$ cat src/rtl/vga_desenho_embarcacao.sv
// rtl/vga_desenho_embarcacao.sv - frame-synchronous ship-cell overlay on a 15x15 VGA grid (optional grid lines: VGA_DESENHO_GRADE_EN)
module vga_desenho_embarcacao #(
    parameter int         GRID_X0   = 80,
    parameter int         GRID_Y0   = 0,
    parameter logic [7:0] COR_NAVIO = 8'hE0,
    parameter logic [7:0] COR_AGUA  = 8'h03
) (
    input  logic        clk,
    input  logic        reset,
    input  logic [63:0] posicoesEmbarcacao,
    input  logic        frame_start,
    input  logic        video_on,
    input  logic [9:0]  pixel_x,
    input  logic [9:0]  pixel_y,
    output logic [7:0]  rgb,
    output logic [2:0]  celulas_validas,
    output logic        atualizado
);

    localparam logic [10:0] X_LO = 11'(GRID_X0);
    localparam logic [10:0] X_HI = 11'(GRID_X0 + 480);
    localparam logic [10:0] Y_LO = 11'(GRID_Y0);
    localparam logic [10:0] Y_HI = 11'(GRID_Y0 + 480);
    localparam logic [9:0]  X_LO10 = 10'(GRID_X0);
    localparam logic [9:0]  Y_LO10 = 10'(GRID_Y0);

    // Only bits [42:3] carry cell data; the rest is deliberately dropped.
    logic [39:0] snap;
    logic        unused_bits;
    assign unused_bits = ^{posicoesEmbarcacao[63:43], posicoesEmbarcacao[2:0]};

    logic [39:0] novo;
    logic [2:0]  contagem;
    assign novo = posicoesEmbarcacao[42:3];

    always_comb begin
        contagem = '0;
        for (int k = 0; k < 5; k++) begin
            if (novo[8*k +: 4] != 4'd0 && novo[8*k+4 +: 4] != 4'd0)
                contagem = contagem + 3'd1;
        end
    end

    always_ff @(posedge clk) begin
        if (!reset) begin
            snap            <= '0;
            celulas_validas <= '0;
            atualizado      <= 1'b0;
        end else begin
            atualizado <= 1'b0;
            if (frame_start) begin
                snap            <= novo;
                celulas_validas <= contagem;
                atualizado      <= (novo != snap);
            end
        end
    end

    // Stage 1: grid membership and cell coordinates (1-based).
    logic       s1_in, s1_vo;
    logic [3:0] s1_col, s1_row;
    logic       in_grid_w;
    assign in_grid_w = ({1'b0, pixel_x} >= X_LO) && ({1'b0, pixel_x} < X_HI) &&
                       ({1'b0, pixel_y} >= Y_LO) && ({1'b0, pixel_y} < Y_HI);

`ifdef VGA_DESENHO_GRADE_EN
    logic [4:0] s1_ox, s1_oy;
`endif

    always_ff @(posedge clk) begin
        if (!reset) begin
            s1_in  <= 1'b0;
            s1_vo  <= 1'b0;
            s1_col <= '0;
            s1_row <= '0;
`ifdef VGA_DESENHO_GRADE_EN
            s1_ox  <= '0;
            s1_oy  <= '0;
`endif
        end else begin
            s1_in  <= in_grid_w;
            s1_vo  <= video_on;
            s1_col <= 4'((pixel_x - X_LO10) >> 5) + 4'd1;
            s1_row <= 4'((pixel_y - Y_LO10) >> 5) + 4'd1;
`ifdef VGA_DESENHO_GRADE_EN
            s1_ox  <= pixel_x[4:0] - X_LO10[4:0];
            s1_oy  <= pixel_y[4:0] - Y_LO10[4:0];
`endif
        end
    end

    // Stage 2: match against every valid snapshot cell (duplicates simply OR).
    logic acerto;
    always_comb begin
        acerto = 1'b0;
        for (int k = 0; k < 5; k++) begin
            if (snap[8*k +: 4] != 4'd0 && snap[8*k+4 +: 4] != 4'd0 &&
                snap[8*k +: 4] == s1_col && snap[8*k+4 +: 4] == s1_row)
                acerto = 1'b1;
        end
        acerto = acerto & s1_in;
    end

    always_ff @(posedge clk) begin
        if (!reset) begin
            rgb <= 8'h00;
        end else if (!s1_vo) begin
            rgb <= 8'h00;
        end else if (acerto) begin
            rgb <= COR_NAVIO;
        end else if (s1_in) begin
`ifdef VGA_DESENHO_GRADE_EN
            rgb <= (s1_ox == 5'd0 || s1_oy == 5'd0) ? 8'hFF : COR_AGUA;
`else
            rgb <= COR_AGUA;
`endif
        end else begin
            rgb <= 8'h00;
        end
    end

endmodule

$ cat config.mk
export PLATFORM = sky130hd
export DESIGN_NAME = vga_desenho_embarcacao
export DESIGN_NICKNAME = d
export VERILOG_FILES = /design/src/rtl/vga_desenho_embarcacao.sv
export SDC_FILE = /design/constraint.sdc
export NUM_CORES = 1
export LEC_CHECK = 0
export ABC_AREA = 1
export CORE_AREA = 2 2 86 88
export CTS_CLUSTER_DIAMETER = 120
export DETAILED_ROUTE_END_ITERATION = 12
export DIE_AREA = 0 0 88 90
export DONT_BUFFER_PORTS = 1
export PLACE_DENSITY = 0.68
export SETUP_SLACK_MARGIN = 0.05
export SLEW_MARGIN = 20
export SYNTH_ARGS = -nofsm -noshare
export SYNTH_HDL_FRONTEND = slang
export SYNTH_SLANG_ARGS = --single-unit
$ cat constraint.sdc
create_clock -name clk -period 3.4 [get_ports clk]
set_input_delay 0.85 -clock clk [delete_from_list [all_inputs] [get_ports clk]]
set_output_delay 0.85 -clock clk [all_outputs]
set_load 0.02 [all_outputs]
==> results of run 1 <==
## worst paths after layout
check                                           start            endpoint  slack (ns)
worst max-delay path            posicoesEmbarcacao[3]  celulas_validas[1]        0.43
worst min-delay path                            s1_in              rgb[6]        0.47
worst max register to register              s1_row[1]              rgb[6]        1.92
worst min register to register                  s1_in              rgb[6]        0.47
## synthesized netlist by cell type (2+ instances only)
| library cell | instances | area, sq um |
|---|---|---|
| buf_2 | 6 | 30.03 |
| o21ai_0 | 46 | 230.2 |
| nand2_2 | 2 | 12.51 |
| ha_1 | 9 | 112.6 |
| nor2_1 | 78 | 292.8 |
| or4_1 | 4 | 30.03 |
| buf_4 | 8 | 60.06 |
| a21oi_1 | 39 | 195.2 |
| inv_1 | 65 | 244.0 |
| o21ai_1 | 4 | 20.02 |
| nand2_1 | 138 | 518.0 |
| nand3_1 | 26 | 130.1 |
| xor2_1 | 24 | 210.2 |
| xnor2_1 | 26 | 227.7 |
| clkbuf_1 | 9 | 33.78 |
| nand3_2 | 3 | 30.03 |
| nor3_1 | 5 | 25.02 |
| nor2_2 | 2 | 12.51 |
| dfxtp_1 | 56 | 1121 |
| inv_2 | 11 | 41.29 |
| nand4_1 | 7 | 43.79 |
## state kept, by name (all words and copies together), names as in the netlist
register / flops
celulas_validas: 3
s1_row: 4
snap: 40
rgb: 2
s1_vo: 1
atualizado: 1
s1_in: 1
s1_col: 4
## power groups by stage
stage          Combinational, mW  Sequential (mW)  Clock [mW]
2_1_floorplan              0.291            0.762           0
3_3_place_gp               0.316            0.785           0
3_5_place_dp               0.325            0.786           0
4_1_cts                    0.327            0.771       0.446
5_1_grt                    0.384            0.777       0.467
6_report                   0.326            0.772       0.436
## metal layers
metal  global-route usage (%)  vias up
li1                         -     1763
met1                    30.03     1495
met2                    39.33       79
met3                    3.857       10
met4                    6.538        0
met5                        0        -
## through the flow
| step | hold slack [ns] | worst slack, ns |
|---|---|---|
| after global routing | 0.5156 | 0.2455 |
| after floorplan | 0.4380 | 0.3279 |
| after CTS | 0.4738 | 0.4146 |
| final | 0.4670 | 0.4251 |
| after detailed placement | 0.4566 | 0.08922 |
| after global placement | 0.4539 | 0.1465 |
## final cells by class
cell class	instances	area, sq um	area share (%)
clock buffers	6	72.57	1.921
clock inverters	2	35.03	0.9275
inverters	76	285.3	7.552
multi-input cells	420	2132	56.44
flip-flops and latches	56	1121	29.68
well taps	99	123.9	3.279
repair buffers	1	7.507	0.1987
## kinds of logic after synthesis
kind of cell / Yosys count / synth area share, %
xor gates and xnor gates: 50 / 11.98
and+or+nand+nor: 267 / 30.33
other: 1 / 0.1026
buffers and inverters: 99 / 11.19
adders and majority gates: 9 / 3.081
DFF: 56 / 30.67
AOI/OAI and AO/OA: 91 / 12.63
## worst max-delay path, stage by stage
cell and delay, ns:
or4_1 0.51, nand2_1 0.18, inv_2 0.04, ha_1 0.31, inv_1 0.06, nand2_1 0.06, nand2_1 0.09, inv_1 0.05
ha_1 0.27, nand2_1 0.09, nand2_1 0.06, ha_1 0.28, o21ai_0 0.16, inv_1 0.05, nand2_1 0.06, a21oi_1 0.05
==> run metrics, run 1 <==
cells resized by post-CTS repair=0; Most used DFF post-synth=dfxtp_1; measured slew at the worst slew-check pin=0.5642 ns; number of CTS-inserted buffers=5; later-pin clock latency in the skew report=0.30 ns; DR WL/cell=13.32 um; Antenna Cells=0; setup_tns=0 ns; Crit. End Element=register; # port buffers=0; cell-internal power=1.063 mW; core footprint=7020 sq um; WP data required=3.60 ns; Slew headroom=62.33%; DIE AREA=7920 sq um; Tightest Hold Check Type=register to register; design area=3777 sq um; Antenna Violating Nets Remaining=0; P per Cell Area=406.2 nW/um^2; CTS root buf=clkbuf_8; switching part of the total=30.74%; area post-placement=3670 sq um; Mapped Area=3655 sq um; hold_buf cts=0; Bufs on Longest Clock Path=2; register area share after synthesis=30.67%; Final Critical Period=2.975 ns; Max Cap Viol=0; Filler cells=730; Placed Cells incl. Taps=652; Critical Path Source Type=input port; # clock sinks=56; Initial DRC Count=147; Net Sw Power=471.6 uW; Die W=88 um; Placement Rows=31; RD Place Congestion=0.8753; Final period util=87.50%; sequential power share=50.3%; layout net count=657; R2R depth=10; DR vias/cell=5.071; Overflow after GRT=0; global-route wire length before repair=14.83 mm; CTS HTree Levels=2; hold path depth=2; Die Y=90 um; Final Util=53.81%; io pins=100; commonest non-fill, non-tap cell in the layout=nand2_1; Final Setup Violations=0; fin. max-slew vios=0; status=complete, no violations; largest net degree at the start of global routing=59; Gate power share=21.2%; vias in the first global route=3,277; syn_area_per_cell=6.378 sq um; DRT met1 WL=3.908 mm; synth warn=0; final non-filler cell total=660; post-synth cell types=26; Seq cells post-synth=56; Worst-path clk slew=0.10 ns; HPWL after detailed placement=6.567 mm; Post-CTS Setup Repair Bufs=0; WL met2=4.294 mm; initial antenna violation count=0; Area growth syn-to-layout=3.355%; ys async rst share=0%; met3 routed WL=450 um; Clock power frac=28.4%; RSZ-0062 raised after global routing=no; crit-path max FO=3; DR vias=3,347; highest clock rate=0.3361 GHz; Post-synth EDFFs=0; DRC Markers=0; clk_skew=0.006411 ns; kind of critical path=input port to register; CTS tree=yes; share of layout cells above drive strength 1=4.813%; leading cell types in the layout, fill and taps excluded=nand2_1, nor2_1, inv_1; P_leak=1.805 nW; GRT Overall Usage=23.23%; Post-Synthesis Cells=573; Max VDD drop=0.2042 mV; Initial Utilization=52.06%; drt pass-1 iters=4; WP data arrival=3.18 ns; Final Power=1.534 mW; highest metal used=met4; Routed WL=8.788 mm; Fin. Hold Viols=0
No activity file was read; power rests on OpenSTA's default activity.
==> inputs of run 2 (changes only) <==
--- a/config.mk
+++ b/config.mk
@@ -6,12 +6,14 @@
 export NUM_CORES = 1
 export LEC_CHECK = 0
 export ABC_AREA = 1
-export CORE_AREA = 2 2 86 88
+export CELL_PAD_IN_SITES_DETAIL_PLACEMENT = 1
+export CELL_PAD_IN_SITES_GLOBAL_PLACEMENT = 2
+export CORE_AREA = 2 2 109 111
 export CTS_CLUSTER_DIAMETER = 120
 export DETAILED_ROUTE_END_ITERATION = 12
-export DIE_AREA = 0 0 88 90
+export DIE_AREA = 0 0 111 113
 export DONT_BUFFER_PORTS = 1
-export PLACE_DENSITY = 0.68
+export PLACE_DENSITY_LB_ADDON = 0.1
 export SETUP_SLACK_MARGIN = 0.05
 export SLEW_MARGIN = 20
 export SYNTH_ARGS = -nofsm -noshare
==> run metrics, run 2 (synthesized netlist as in run 1, its figures left out) <==
# port buffers=0 (unchanged); Overflow after GRT=0 (unchanged); P_leak=1.826 nW (was 1.805 nW); WP data required=3.59 ns (was 3.60 ns); io pins=100 (unchanged); Initial Utilization=32.42% (was 52.06%); Antenna Violating Nets Remaining=0 (unchanged); DRT met1 WL=5.112 mm (was 3.908 mm); fin. max-slew vios=0 (unchanged); clk_skew=0.006758 ns (was 0.006411 ns); Die Y=113 um (was 90 um); Routed WL=10.77 mm (was 8.788 mm); vias in the first global route=3,662 (was 3,277); Critical Path Most Common Cell=nand2_1 (unchanged); Filler cells=1,467 (was 730); number of CTS-inserted buffers=5 (unchanged); global-route wire length before repair=18.34 mm (was 14.83 mm); Tightest Hold Check Type=register to register (unchanged); Placement Rows=39 (was 31); Slew headroom=62.23% (was 62.33%); Critical Path Source Type=input port (unchanged); Final period util=88.53% (was 87.50%); Area growth syn-to-layout=6.094% (was 3.355%); kind of critical path=input port to register (unchanged); Reg2Reg Setup Slack=1.86 ns (was 1.92 ns); worst r2r dst=rgb[6] (unchanged); Worst-path clk slew=0.07 ns (was 0.10 ns); Post-CTS Setup Repair Bufs=0 (unchanged); number of flip-flops in the largest register=40 (unchanged); top flop regs=snap x40, s1_col x4, s1_row x4 (unchanged); commonest non-fill, non-tap cell in the layout=nand2_1 (unchanged); DR vias=3,352 (was 3,347); critical path depth=15 (was 16); drt pass-1 iters=6 (was 4); share of layout cells above drive strength 1=4.821% (was 4.813%); DR vias/cell=4.768 (was 5.071); design area=3877 sq um (was 3777 sq um); met3 routed WL=379 um (was 450 um); initial antenna violation count=0 (unchanged); cells resized by post-CTS repair=0 (unchanged); Fin. Hold Viols=0 (unchanged); DRC Markers=0 (unchanged); Final Critical Period=3.010 ns (was 2.975 ns); setup_tns=0 ns (unchanged); P per Cell Area=427.5 nW/um^2 (was 406.2 nW/um^2); R2R depth=10 (unchanged); CTS tree=yes (unchanged); Hold Path Origin=s1_in (unchanged); HPWL after detailed placement=8.325 mm (was 6.567 mm); area post-placement=3725 sq um (was 3670 sq um); Hold Path End=rgb[6] (unchanged); Max VDD drop=0.2220 mV (was 0.2042 mV); CTS root buf=clkbuf_16 (was clkbuf_8); Max Cap Viol=0 (unchanged); # clock sinks=56 (unchanged); highest clock rate=0.3322 GHz (was 0.3361 GHz); measured slew at the worst slew-check pin=0.5658 ns (was 0.5642 ns); hold path depth=2 (unchanged); GRT Overall Usage=18.35% (was 23.23%); Initial DRC Count=134 (was 147); CP Cell Sequence=or4_1 -> nand2_1 -> inv_2 -> ha_1 -> nand3_1 -> nand2_1 -> inv_1 -> ha_1 -> nand2_1 -> nand2_1 -> ha_1 -> o21ai_0 -> inv_1 -> nand2_1 -> a21oi_1 (was or4_1 -> nand2_1 -> inv_2 -> ha_1 -> inv_1 -> nand2_1 -> nand2_1 -> inv_1 -> ha_1 -> nand2_1 -> nand2_1 -> ha_1 -> o21ai_0 -> inv_1 -> nand2_1 -> a21oi_1); largest net degree at the start of global routing=59 (unchanged); DR WL/cell=15.32 um (was 13.32 um); CTS HTree Levels=2 (unchanged); WL met2=5.177 mm (was 4.294 mm); core footprint=11,270 sq um (was 7020 sq um); CP delay by family, top=simple AND/OR/NAND/NOR gates (unchanged); worst r2r src=s1_row[1] (unchanged); Bufs on Longest Clock Path=2 (unchanged); hold_buf cts=0 (unchanged); Worst Path Buf+Inv=3 (was 4); Die W=111 um (was 88 um); DIE AREA=12,540 sq um (was 7920 sq um); Worst path max stage delay=0.54 ns (was 0.51 ns); Antenna Cells=0 (unchanged); Final Power=1.658 mW (was 1.534 mW); slowest cell on the critical path=or4_1 (unchanged); WP data arrival=3.20 ns (was 3.18 ns); Most flops, register=snap (unchanged); status=complete, no violations (unchanged); RSZ-0062 raised after global routing=no (unchanged); layout net count=657 (unchanged); RD Place Congestion=0.7778 (was 0.8753); highest metal used=met4 (unchanged); later-pin clock latency in the skew report=0.30 ns (about the same); crit-path max FO=3 (unchanged); leading cell types in the layout, fill and taps excluded=nand2_1, nor2_1, inv_1 (unchanged); Crit. End Element=register (unchanged); Final Util=34.40% (was 53.81%); Final Setup Violations=0 (unchanged)
==> run 2: worst min-delay path, cell delays in order, from the launching register on <==
cell and delay, ns:
dfxtp_1 0.30, nand3_1 0.08, nor2_1 0.05
==> run 2: where the power goes <==
part           internal [mW]  total [mW]  switching (mW)  leakage [nW]
combinational          0.139       0.333           0.194          1.28
clock                  0.310       0.549           0.239        0.0760
sequential             0.704       0.776          0.0718         0.465
==> run 2: layer usage <==
layer	up-vias	global-route usage, %
li1	1756	-
met1	1538	23.30
met2	52	32.80
met3	6	3.267
met4	0	3.750
met5	-	0
==> run 2: worst max path at each step <==
stage / startpoint / to / slack, ns
finish: posicoesEmbarcacao[11] / celulas_validas[1] / 0.39
global route: posicoesEmbarcacao[11] / celulas_validas[1] / 0.19
CTS: posicoesEmbarcacao[11] / celulas_validas[1] / 0.34
detailed placement: posicoesEmbarcacao[11] / celulas_validas[1] / 0.02
global placement: posicoesEmbarcacao[11] / celulas_validas[1] / 0.08
floorplan: posicoesEmbarcacao[3] / celulas_validas[1] / 0.33
==> run 2: through the flow <==
step / std cells / worst slack, ns / hold slack, ns
finish: 703 / 0.3898 / 0.4753
global route: 703 / 0.1938 / 0.4988
CTS: 703 / 0.3363 / 0.4829
detailed placement: 696 / 0.02407 / 0.4699
global placement: 696 / 0.07687 / 0.4606
floorplan: 575 / 0.3279 / 0.4380
==> run 2: area by class of cell <==
type	count	area (sq um)	area share, %
Multi-Input combinational cell	420	2132	54.99
Sequential cell	56	1121	28.91
Inverter	76	285.3	7.357
Tap cell	143	178.9	4.614
Clock buffer	7	152.6	3.937
Timing Repair Buffer	1	7.507	0.1936
==> inputs of run 3 (changes only) <==
--- a/config.mk
+++ b/config.mk
@@ -10,10 +10,12 @@
 export CELL_PAD_IN_SITES_GLOBAL_PLACEMENT = 2
 export CORE_AREA = 2 2 109 111
 export CTS_CLUSTER_DIAMETER = 120
+export CTS_CLUSTER_SIZE = 8
 export DETAILED_ROUTE_END_ITERATION = 12
 export DIE_AREA = 0 0 111 113
 export DONT_BUFFER_PORTS = 1
 export PLACE_DENSITY_LB_ADDON = 0.1
+export RECOVER_POWER = 25
 export SETUP_SLACK_MARGIN = 0.05
 export SLEW_MARGIN = 20
 export SYNTH_ARGS = -nofsm -noshare
==> run metrics, run 3 (synthesized netlist as in run 1, its figures left out) <==
status=complete, no violations (unchanged); Net Sw Power=504.6 uW (was 504.1 uW); vias in the first global route=3,662 (unchanged); top flop regs=snap x40, s1_col x4, s1_row x4 (unchanged); CTS tree=yes (unchanged); highest clock rate=0.3322 GHz (about the same); share of layout cells above drive strength 1=4.643% (was 4.821%); crit-path max FO=3 (unchanged); layout net count=657 (unchanged); DRC Markers=0 (unchanged); initial antenna violation count=0 (unchanged); Slew headroom=62.23% (unchanged); sequential power share=46.8% (about the same); HPWL after detailed placement=8.325 mm (unchanged); Placement Rows=39 (unchanged); Critical Path Most Common Cell=nand2_1 (unchanged); Max VDD drop=0.2230 mV (was 0.2220 mV); hold path depth=2 (unchanged); R2R depth=10 (unchanged); CP delay by family, top=simple AND/OR/NAND/NOR gates (unchanged); Final Power=1.658 mW (about the same); leading cell types in the layout, fill and taps excluded=nand2_1, nor2_1, inv_1 (unchanged); DR vias/cell=4.770 (was 4.768); Overflow after GRT=0 (unchanged); CTS HTree Levels=2 (unchanged); WP data required=3.59 ns (about the same); Most flops, register=snap (unchanged); measured slew at the worst slew-check pin=0.5658 ns (about the same); commonest non-fill, non-tap cell in the layout=nand2_1 (unchanged); Final Util=34.37% (was 34.40%); Final period util=88.53% (about the same); DIE AREA=12,540 sq um (unchanged); DR WL/cell=15.32 um (about the same); kind of critical path=input port to register (unchanged); Bufs on Longest Clock Path=2 (unchanged); Fin Hold WS=0.4755 ns (was 0.4753 ns); P_leak=1.825 nW (was 1.826 nW); Post-CTS Setup Repair Bufs=0 (unchanged); Fin. Hold Viols=0 (unchanged); RD Place Congestion=0.7778 (unchanged); cells resized by post-CTS repair=0 (unchanged); setup_tns=0 ns (unchanged); global-route wire length before repair=18.34 mm (unchanged); slowest cell on the critical path=or4_1 (unchanged); DR vias=3,353 (was 3,352); core footprint=11,270 sq um (unchanged); Tightest Hold Check Type=register to register (unchanged); Worst-path clk slew=0.07 ns (about the same); CTS root buf=clkbuf_16 (unchanged); switching part of the total=30.44% (was 30.41%); # port buffers=0 (unchanged); RSZ-0062 raised after global routing=no (unchanged); fin. max-slew vios=0 (unchanged); Routed WL=10.77 mm (about the same); later-pin clock latency in the skew report=0.30 ns (about the same); number of flip-flops in the largest register=40 (unchanged); Gate power share=20.0% (was 20.1%); Clock power frac=33.2% (was 33.1%); Initial Utilization=32.42% (unchanged); Final Critical Period=3.010 ns (about the same); io pins=100 (unchanged); Antenna Violating Nets Remaining=0 (unchanged); critical path depth=15 (unchanged); Max Cap Viol=0 (unchanged); GRT Overall Usage=18.35% (unchanged); # clock sinks=56 (unchanged); drt pass-1 iters=6 (unchanged); P per Cell Area=428.0 nW/um^2 (was 427.5 nW/um^2); Critical Path Source Type=input port (unchanged); CP Cell Sequence=or4_1 -> nand2_1 -> inv_2 -> ha_1 -> nand3_1 -> nand2_1 -> inv_1 -> ha_1 -> nand2_1 -> nand2_1 -> ha_1 -> o21ai_0 -> inv_1 -> nand2_1 -> a21oi_1 (unchanged); Crit. End Element=register (unchanged); Die Y=113 um (unchanged); cell-internal power=1.153 mW (was 1.154 mW); Antenna Cells=0 (unchanged); Worst path max stage delay=0.54 ns (about the same); Die W=111 um (unchanged); largest net degree at the start of global routing=59 (unchanged); hold_buf cts=0 (unchanged); clk_skew=0.007278 ns (was 0.006758 ns); Initial DRC Count=139 (was 134); Worst Path Buf+Inv=3 (unchanged); Final Setup Violations=0 (unchanged); number of CTS-inserted buffers=5 (unchanged); Area growth syn-to-layout=5.991% (was 6.094%); WP data arrival=3.20 ns (about the same)
==> run 3: area by class of cell <==
class | instances | area, sq um
Clock buffer | 7 | 152.6
Fill cell | 1467 | 7398
Inverter | 76 | 285.3
Multi-Input combinational cell | 420 | 2128
Sequential cell | 56 | 1121
Tap cell | 143 | 178.9
Timing Repair Buffer | 1 | 7.507
==> run 3: per-stage QoR <==
| step | worst slack (ns) | instance area (sq um) | cells |
|---|---|---|---|
| 3_3_place_gp | 0.07687 | 3725 | 696 |
| 6_report | 0.3899 | 3874 | 703 |
| 2_1_floorplan | 0.3279 | 3662 | 575 |
| 3_5_place_dp | 0.02407 | 3725 | 696 |
| 5_1_grt | 0.1938 | 3874 | 703 |
| 4_1_cts | 0.3363 | 3877 | 703 |
==> run 3: routing by layer <==
layer,wire [um],GRT usage [%],vias to the layer above
met4,100,3.750,0
met1,5139,23.30,1541
met2,5177,32.80,50
li1,-,-,1756
met5,0,0,-
met3,350,3.267,6
==> run 3: power by group through the flow <==
stage,sequential [mW],combinational [mW],clock [mW]
2_1_floorplan,0.762,0.291,0
3_3_place_gp,0.791,0.331,0
3_5_place_dp,0.793,0.339,0
4_1_cts,0.777,0.342,0.571
5_1_grt,0.784,0.396,0.600
6_report,0.776,0.332,0.550
==> run 3: path summary, 6_finish.rpt <==
| path | slack, ns | from | end |
|---|---|---|---|
| worst max register to register | 1.86 | s1_col[3] | rgb[6] |
| worst min register to register | 0.48 | s1_in | rgb[6] |
| worst max-delay path | 0.39 | posicoesEmbarcacao[11] | celulas_validas[1] |
| worst min-delay path | 0.48 | s1_in | rgb[6] |
==> run 3: worst register-to-register path, cell delays in order (launching register included) <==
cell and delay [ns]:
dfxtp_1 0.58, inv_2 0.16, nand2_1 0.09, o21ai_1 0.06
nor2_1 0.10, nand2_1 0.06, nor2_1 0.10, nand2_1 0.07
nand2_1 0.12, nor2_1 0.07, nor2_1 0.09
